$ cat src/rtl/dpram_pkg.sv
// Shared definitions for the two-client dual-port RAM access controller.
// Holds default widths, the arbitration state encoding and the winner-select helper.
package dpram_pkg;

    localparam int AW_DEF = 8;
    localparam int DW_DEF = 16;
    localparam int CW_DEF = 16;

    typedef enum logic [1:0] {
        ST_NORMAL = 2'd0,
        ST_DEFER0 = 2'd1,
        ST_DEFER1 = 2'd2
    } arb_state_t;

    // Returns 1 when client 1 takes a conflicting cycle; a deferred client always wins.
    function automatic logic c1_wins(input arb_state_t st, input logic prio);
        logic w;
        case (st)
            ST_DEFER0: w = 1'b0;
            ST_DEFER1: w = 1'b1;
            default:   w = prio;
        endcase
        return w;
    endfunction

endpackage

$ cat src/rtl/dpram_port_mux.sv
// Steers one client onto one RAM port; the port is idle (all zero) unless granted.
module dpram_port_mux
    import dpram_pkg::*;
#(
    parameter int AW = AW_DEF,
    parameter int DW = DW_DEF
) (
    input  logic          i_gnt,
    input  logic          i_we,
    input  logic [AW-1:0] i_addr,
    input  logic [DW-1:0] i_wdata,
    output logic          o_en,
    output logic          o_we,
    output logic [AW-1:0] o_addr,
    output logic [DW-1:0] o_wdata
);

    always_comb begin
        o_en    = i_gnt;
        o_we    = i_gnt & i_we;
        o_addr  = i_gnt ? i_addr  : '0;
        o_wdata = i_gnt ? i_wdata : '0;
    end

endmodule

$ cat src/rtl/dpram_port_arbiter.sv
// Two-client front end for a dual-port RAM: same-address conflicts are serialized
// round-robin, read valids are registered and conflicts are counted with saturation.
module dpram_port_arbiter
    import dpram_pkg::*;
#(
    parameter int AW = AW_DEF,
    parameter int DW = DW_DEF,
    parameter int CW = CW_DEF
) (
    input  logic          clk,
    input  logic          rst,
    input  logic          c0_req,
    input  logic          c0_we,
    input  logic [AW-1:0] c0_addr,
    input  logic [DW-1:0] c0_wdata,
    output logic          c0_gnt,
    output logic          c0_rvalid,
    output logic [DW-1:0] c0_rdata,
    input  logic          c1_req,
    input  logic          c1_we,
    input  logic [AW-1:0] c1_addr,
    input  logic [DW-1:0] c1_wdata,
    output logic          c1_gnt,
    output logic          c1_rvalid,
    output logic [DW-1:0] c1_rdata,
    output logic          ena,
    output logic          wea,
    output logic [AW-1:0] addra,
    output logic [DW-1:0] data_i_a,
    input  logic [DW-1:0] data_o_a,
    output logic          enb,
    output logic          web,
    output logic [AW-1:0] addrb,
    output logic [DW-1:0] data_i_b,
    input  logic [DW-1:0] data_o_b,
    output logic [CW-1:0] coll_cnt
);

    arb_state_t    r_state;
    arb_state_t    w_state_nxt;
    logic          r_prio;
    logic          w_prio_nxt;
    logic          r_c0_vld_p1;
    logic          r_c1_vld_p1;
    logic [CW-1:0] r_coll_cnt;

    logic          w_c0_act;
    logic          w_c1_act;
    logic          w_conflict;
    logic          w_c1_wins;
    logic          w_c0_gnt;
    logic          w_c1_gnt;

    // Requests are masked during reset so nothing reaches the RAM.
    assign w_c0_act   = c0_req & ~rst;
    assign w_c1_act   = c1_req & ~rst;
    assign w_conflict = w_c0_act & w_c1_act & (c0_addr == c1_addr) & (c0_we | c1_we);
    assign w_c1_wins  = c1_wins(r_state, r_prio);

    assign w_c0_gnt = w_c0_act & (~w_conflict | ~w_c1_wins);
    assign w_c1_gnt = w_c1_act & (~w_conflict |  w_c1_wins);

    assign c0_gnt = w_c0_gnt;
    assign c1_gnt = w_c1_gnt;

    dpram_port_mux #(.AW(AW), .DW(DW)) u_mux_a (
        .i_gnt   (w_c0_gnt),
        .i_we    (c0_we),
        .i_addr  (c0_addr),
        .i_wdata (c0_wdata),
        .o_en    (ena),
        .o_we    (wea),
        .o_addr  (addra),
        .o_wdata (data_i_a)
    );

    dpram_port_mux #(.AW(AW), .DW(DW)) u_mux_b (
        .i_gnt   (w_c1_gnt),
        .i_we    (c1_we),
        .i_addr  (c1_addr),
        .i_wdata (c1_wdata),
        .o_en    (enb),
        .o_we    (web),
        .o_addr  (addrb),
        .o_wdata (data_i_b)
    );

    // A NORMAL-state loss defers the loser for exactly one cycle and hands prio over.
    always_comb begin
        w_state_nxt = ST_NORMAL;
        w_prio_nxt  = r_prio;
        if (r_state == ST_NORMAL && w_conflict) begin
            w_state_nxt = w_c1_wins ? ST_DEFER0 : ST_DEFER1;
            w_prio_nxt  = ~r_prio;
        end
    end

    always_ff @(posedge clk) begin
        if (rst) begin
            r_state <= ST_NORMAL;
            r_prio  <= 1'b0;
        end else begin
            r_state <= w_state_nxt;
            r_prio  <= w_prio_nxt;
        end
    end

    // Stage p1: read valid aligned with the RAM's registered output.
    always_ff @(posedge clk) begin
        if (rst) begin
            r_c0_vld_p1 <= 1'b0;
            r_c1_vld_p1 <= 1'b0;
        end else begin
            r_c0_vld_p1 <= w_c0_gnt & ~c0_we;
            r_c1_vld_p1 <= w_c1_gnt & ~c1_we;
        end
    end

    assign c0_rvalid = r_c0_vld_p1;
    assign c1_rvalid = r_c1_vld_p1;
    assign c0_rdata  = data_o_a;
    assign c1_rdata  = data_o_b;

    always_ff @(posedge clk) begin
        if (rst) begin
            r_coll_cnt <= '0;
        end else if (w_conflict && (r_coll_cnt != {CW{1'b1}})) begin
            r_coll_cnt <= r_coll_cnt + {{(CW-1){1'b0}}, 1'b1};
        end
    end

    assign coll_cnt = r_coll_cnt;

endmodule

$ cat config.mk
export PLATFORM = sky130hd
export DESIGN_NAME = dpram_port_arbiter
export DESIGN_NICKNAME = d
export VERILOG_FILES = /design/src/rtl/dpram_pkg.sv /design/src/rtl/dpram_port_mux.sv /design/src/rtl/dpram_port_arbiter.sv
export SDC_FILE = /design/constraint.sdc
export NUM_CORES = 1
export LEC_CHECK = 0
export CAP_MARGIN = 20
export CELL_PAD_IN_SITES_DETAIL_PLACEMENT = 2
export CELL_PAD_IN_SITES_GLOBAL_PLACEMENT = 2
export CORE_ASPECT_RATIO = 0.9
export CORE_MARGIN = 10
export CORE_UTILIZATION = 13
export CTS_CLUSTER_SIZE = 16
export DETAILED_ROUTE_END_ITERATION = 8
export PLACE_DENSITY = 0.91
export SLEW_MARGIN = 20
export SYNTH_ARGS = -nofsm -noshare
export SYNTH_HDL_FRONTEND = slang
export SYNTH_SLANG_ARGS = --single-unit
$ cat constraint.sdc
create_clock -name clk -period 2.85 [get_ports clk]
set_clock_uncertainty 0.05 [all_clocks]
set_input_delay 0.4275 -clock clk [delete_from_list [all_inputs] [get_ports clk]]
set_output_delay 0.4275 -clock clk [all_outputs]
set_load 0.02 [all_outputs]
# After elaboration in Yosys (flattened, before gate mapping)
# Index checks and enable logic that the tools add are counted.
# totals
reg_bits	21
out_inout_bits	104
# op_classes
add_sub_neg	1
eq_ne	4
mux	6
bitwise_logic	21
reduce_logical	4
# ops
op	count
$mux 16	2
$add 16x1->16 const B	1
$mux 8	2
$ne 16x16->1 const B	1
$and 1x1->1	11
$eq 8x8->1	1
$not 1->1	7
$or 1x1->1	3
$eq 2x1->1 const B	1
$eq 2x2->1 const B	1
$logic_and 1x1->1	2
$logic_not 2->1	1
$mux 2	1
$pmux 1 s2	1
$reduce_or 2->1	1

# Longest topological paths before layout
# depth
word_depth	9
ltp_mapped	8
mapped_depth_nobuf	6

# Cells and area by module
# A second synthesis with hierarchy kept.
# hier_totals
hier_cells	224
area_unflattened_um2	1834.3
# modules_own_cells
module	instances	cells_each	area_per_inst_um2	seq_area_each_um2
dpram_port_arbiter	1	168	1413.9	420.4
dpram_port_mux	2	28	210.2	0.0

# Worst setup path before layout
# OpenSTA, ideal clock, no wires.
# synth_timing
path_type	input-to-output
start	input c1_addr[7]
end	output addra[0]
t_arrival_ns	1.904
required_ns	2.372
path_slack_ns	0.468
cell_stages	6
cell_sequence	xor2_1 > nor4_2 > nand3_1 > o211a_1 > clkbuf_1 > and2_1
# synth_between
elab_chain_cells	7
# synth_lines
element	line	rtl
start, declared	dpram_port_arbiter.sv:21	input logic [AW-1:0] c1_addr,
$eq 8x8->1	dpram_port_arbiter.sv:57	assign w_conflict = w_c0_act & w_c1_act & (c0_addr == c1_addr) & (c0_we | c1_we);
$and 1x1->1 (2 in a row)	dpram_port_arbiter.sv:57	
$not 1->1	dpram_port_arbiter.sv:60	assign w_c0_gnt = w_c0_act & (~w_conflict | ~w_c1_wins);
$or 1x1->1	dpram_port_arbiter.sv:60	
$and 1x1->1	dpram_port_arbiter.sv:60	
net c0_gnt	dpram_port_arbiter.sv:16	output logic c0_gnt,
$mux 8	dpram_port_mux.sv:21	o_addr = i_gnt ? i_addr : '0;
end, declared	dpram_port_arbiter.sv:28	output logic [AW-1:0] addra,
# The timed path passes the listed nets, and every way through them passes these cells.

# Worst setup path after layout
# layout_timing
start	input c0_addr[1]
end	output addrb[4]
# layout_between
elab_chain_cells	7
# layout_lines
element	line	rtl
start, declared	dpram_port_arbiter.sv:14	input logic [AW-1:0] c0_addr,
$eq 8x8->1	dpram_port_arbiter.sv:57	
$and 1x1->1 (2 in a row)	dpram_port_arbiter.sv:57	
$not 1->1	dpram_port_arbiter.sv:61	assign w_c1_gnt = w_c1_act & (~w_conflict | w_c1_wins);
$or 1x1->1	dpram_port_arbiter.sv:61	
$and 1x1->1	dpram_port_arbiter.sv:61	
$mux 8	dpram_port_mux.sv:21	
end, declared	dpram_port_arbiter.sv:33	output logic [AW-1:0] addrb,
# No other way between the ends.

==> impl_metrics.json <==
{
  "status": "finished clean",
  "die_area_um2": 18670,
  "core-area_um2": 13310,
  "wl_per_cell_um": 18.26,
  "first_pass_iters": 4,
  "cpMaxStageDelayCell": "clkdlybuf4s50_1",
  "final_nets": 418,
  "p_per_area_nw_per_um2": 274.7,
  "port_buffers": 125,
  "crit_family": "buffers and inverters",
  "drtIter0Drc": 64,
  "cts_tree": "yes",
  "fp-row-count": 40,
  "syn_area_per_cell_um2": 8.036,
  "crit_type": "primary input to primary output",
  "crit_path_max_incr_delay_ps": 460,
  "cts_buffers": 3,
  "grt_pass1_wl_um": 13520,
  "vias_per_cell": 3.974,
  "max_freq_mhz": 365.5,
  "worst_pin_slew_ps": 410.3,
  "instances_no_fill": 496,
  "htreeDepth": 1,
  "dieWidth_um": 142.9,
  "yosysSeqAreaShare_pct": 23.78,
  "cap_violations": 0,
  "yosysWarnings": 0,
  "path_buf_inv": 4,
  "holdCritStartpoint": "r_prio",
  "crit_top_cell": "buf_4",
  "slew_headroom_pct": 71.86,
  "antenna_found_initial": 0,
  "cts_root_buffer": "clkbuf_16",
  "worstPathArrival_ps": 2260,
  "fin_crit_ps": 2736,
  "wirelength_um": 9058,
  "worst_ep_required_time_ps": 2370,
  "drv_slew": 0,
  "syn-num-nets": 309,
  "syn_area_um2": 1768,
  "postRouteAntennaNets": 0,
  "end_kind": "primary output",
  "initial_core_util_pct": 13.28,
  "synth-seq-cells": 21,
  "p_leak_nw": 1.326,
  "holdBufCountCts": 0,
  "place_hpwl_um": 7256,
  "ios": 190,
  "path_max_fanout": 7,
  "fp.dieH_um": 130.6,
  "hold_violations": 0,
  "start_kind": "primary input",
  "grt_max_degree": 22,
  "post-route-drc-count": 0,
  "r2r_start": "coll_cnt[0]",
  "synth.distinct_cells": 43,
  "grt_use_total_pct": 9.316,
  "insertion_delay_ps": 260,
  "antenna_cells": 0,
  "grt_pass1_vias": 2265,
  "via_count": 1971,
  "gp_routability_congestion": 0.7668,
  "setup_viol": 0,
  "peakVddDrop_v": 0.0001514,
  "critPathLaunch": "c0_addr[1]",
  "cts.sinks": 21,
  "cp_cell_sequence": "clkdlybuf4s50_1, xor2_2, nor4_4, and3_4, a21oi_2, buf_6, buf_4, and2_1, buf_4",
  "grt_overflow": 0,
  "clockBufferDepth": 2,
  "dp_cells": 482,
  "drive_gt1_share_pct": 28.66,
  "syn_to_final_growth_pct": 76.22,
  "hp-class": "register to register",
  "fin_setup_tns_ps": 0,
  "clk_pin_slew_ps": 60,
  "fin_crit_sh_pct": 96.01,
  "synthCells": 220
}
-- synthesized netlist by cell type --
cell type	number	area, um^2
o21ai_0	1	5.000
a211oi_2	1	12.51
nor2_1	9	33.78
and3_1	4	25.02
o211ai_1	1	7.510
or2_1	1	6.260
buf_6	1	11.26
nand4_2	1	12.51
nor4_1	3	18.77
nand2_1	4	15.01
nand2b_1	1	6.260
o31ai_1	4	30.03
inv_1	7	26.28
nor4_2	2	25.02
o31a_1	1	8.760
clkbuf_1	5	18.77
mux2i_1	2	20.02
o21ai_1	2	10.01
buf_4	34	255.2
dfxtp_1	21	420.4
mux2_2	1	11.26
nor2b_1	4	25.02
o41ai_1	3	26.28
a31o_2	1	8.760
and2_1	50	312.8
o21a_1	1	7.510
nor4b_1	1	8.760
buf_2	1	5.000
or4_1	6	45.04
nor2_2	1	6.260
o311ai_0	1	8.760
nand4_1	5	31.28
mux2_4	1	15.01
a21oi_1	10	50.05
xor2_1	10	87.58
o211a_1	1	10.01
nand4b_1	1	8.760
or4b_1	1	10.01
ha_1	3	37.54
buf_12	1	20.02
or3_1	3	18.77
nand3_1	8	40.04
nor3_1	1	5.000
-- worst paths after layout --
| check | depth (start not counted) | slack (ps) | to |
|---|---|---|---|
| min reg2reg | 2 | 470 | r_prio |
| max | 9 | 110 | addrb[4] |
| max reg2reg | 7 | 510 | coll_cnt[2] |
| min | 2 | 470 | r_prio |
-- worst register-to-register path: stages (launching register included) --
cell and delay [ps]:
dfxtp_1 420, ha_1 250, nand4_2 230, or4_1 600
nand4_1 170, buf_12 170, nor2_2 60, mux2_4 280
-- kinds of logic after synthesis --
kind of cell / after synthesis / share of synthesized area, %
AO/OA/AOI/OAI: 27 / 10.47
XOR/XNOR: 10 / 4.954
adder cells (fa/ha/maj): 3 / 2.123
buffers and inverters: 49 / 19.04
flip-flops: 21 / 23.78
multiplexers: 4 / 2.618
AND/OR/NAND/NOR: 106 / 37.01
-- placed cells by master (no fill, tap or decap), types with 4 or more instances in the layout --
master | synthesis | layout
clkdlybuf4s50_1 | 0 | 57
and2_1 | 50 | 50
buf_2 | 1 | 34
buf_4 | 34 | 22
dfxtp_1 | 21 | 21
clkdlybuf4s15_2 | 0 | 12
dlymetal6s2s_1 | 0 | 10
a21oi_1 | 10 | 9
xor2_2 | 0 | 8
nand3_1 | 8 | 8
nor2_1 | 9 | 8
dlygate4sd2_1 | 0 | 8
inv_1 | 7 | 7
or4_1 | 6 | 6
nand4_1 | 5 | 5
nand2_1 | 4 | 4
nor2b_1 | 4 | 4
o31ai_1 | 4 | 4
-- power breakdown --
part | internal, mW | switching (mW) | total [mW]
clock network | 0.189 | 0.118 | 0.307
registers | 0.295 | 0.000400 | 0.295
logic | 0.130 | 0.124 | 0.254
-- timing repair --
action / in CTS / in global routing
endpoints found under the setup margin: 54 / 54
resized for setup: 209 / 20
gates cloned: 1 / 0
pin swaps: 6 / 3
buffers inserted: 7 / 2
-- through the flow --
stage | instance area [um^2] | util [%] | hold slack (ps) | setup WS (ps) | power [mW]
after detailed placement | 3014 | 22.64 | 461.9 | -426.7 | 0.5605
final | 3115 | 23.40 | 474.9 | 113.7 | 0.8559
after global routing | 3115 | 23.40 | 510.7 | -10.24 | 0.8985
after CTS | 3023 | 22.71 | 479.3 | -79.34 | 0.8594
after global placement | 3014 | 22.64 | 440.5 | -357.3 | 0.5529
after floorplan | 1768 | - | 428.4 | 468.0 | 0.4602
-- state kept, by name, indices dropped and copies added, names as in the netlist --
register and count:
c0_rvalid 1, c1_rvalid 1, coll_cnt 16, r_prio 1, r_state 2
-- area by class of cell --
cell class	count	area, um^2
Timing Repair Buffer	146	1279
Clock buffer	3	75.07
Fill cell	1538	10200
Multi-Input combinational cell	150	1100
Tap cell	168	210.2
Clock inverter	1	5.005
Inverter	7	26.28
Sequential cell	21	420.4
-- routing by layer --
layer	part of all wire (%)	vias up	GRT usage [%]
met1	36	982	9.110
met5	0	-	0
met4	1.6	0	2.545
met3	4.7	10	2.020
met2	58	52	19.09
li1	-	927	-
Note: power is estimated with default switching activity, not from simulation.
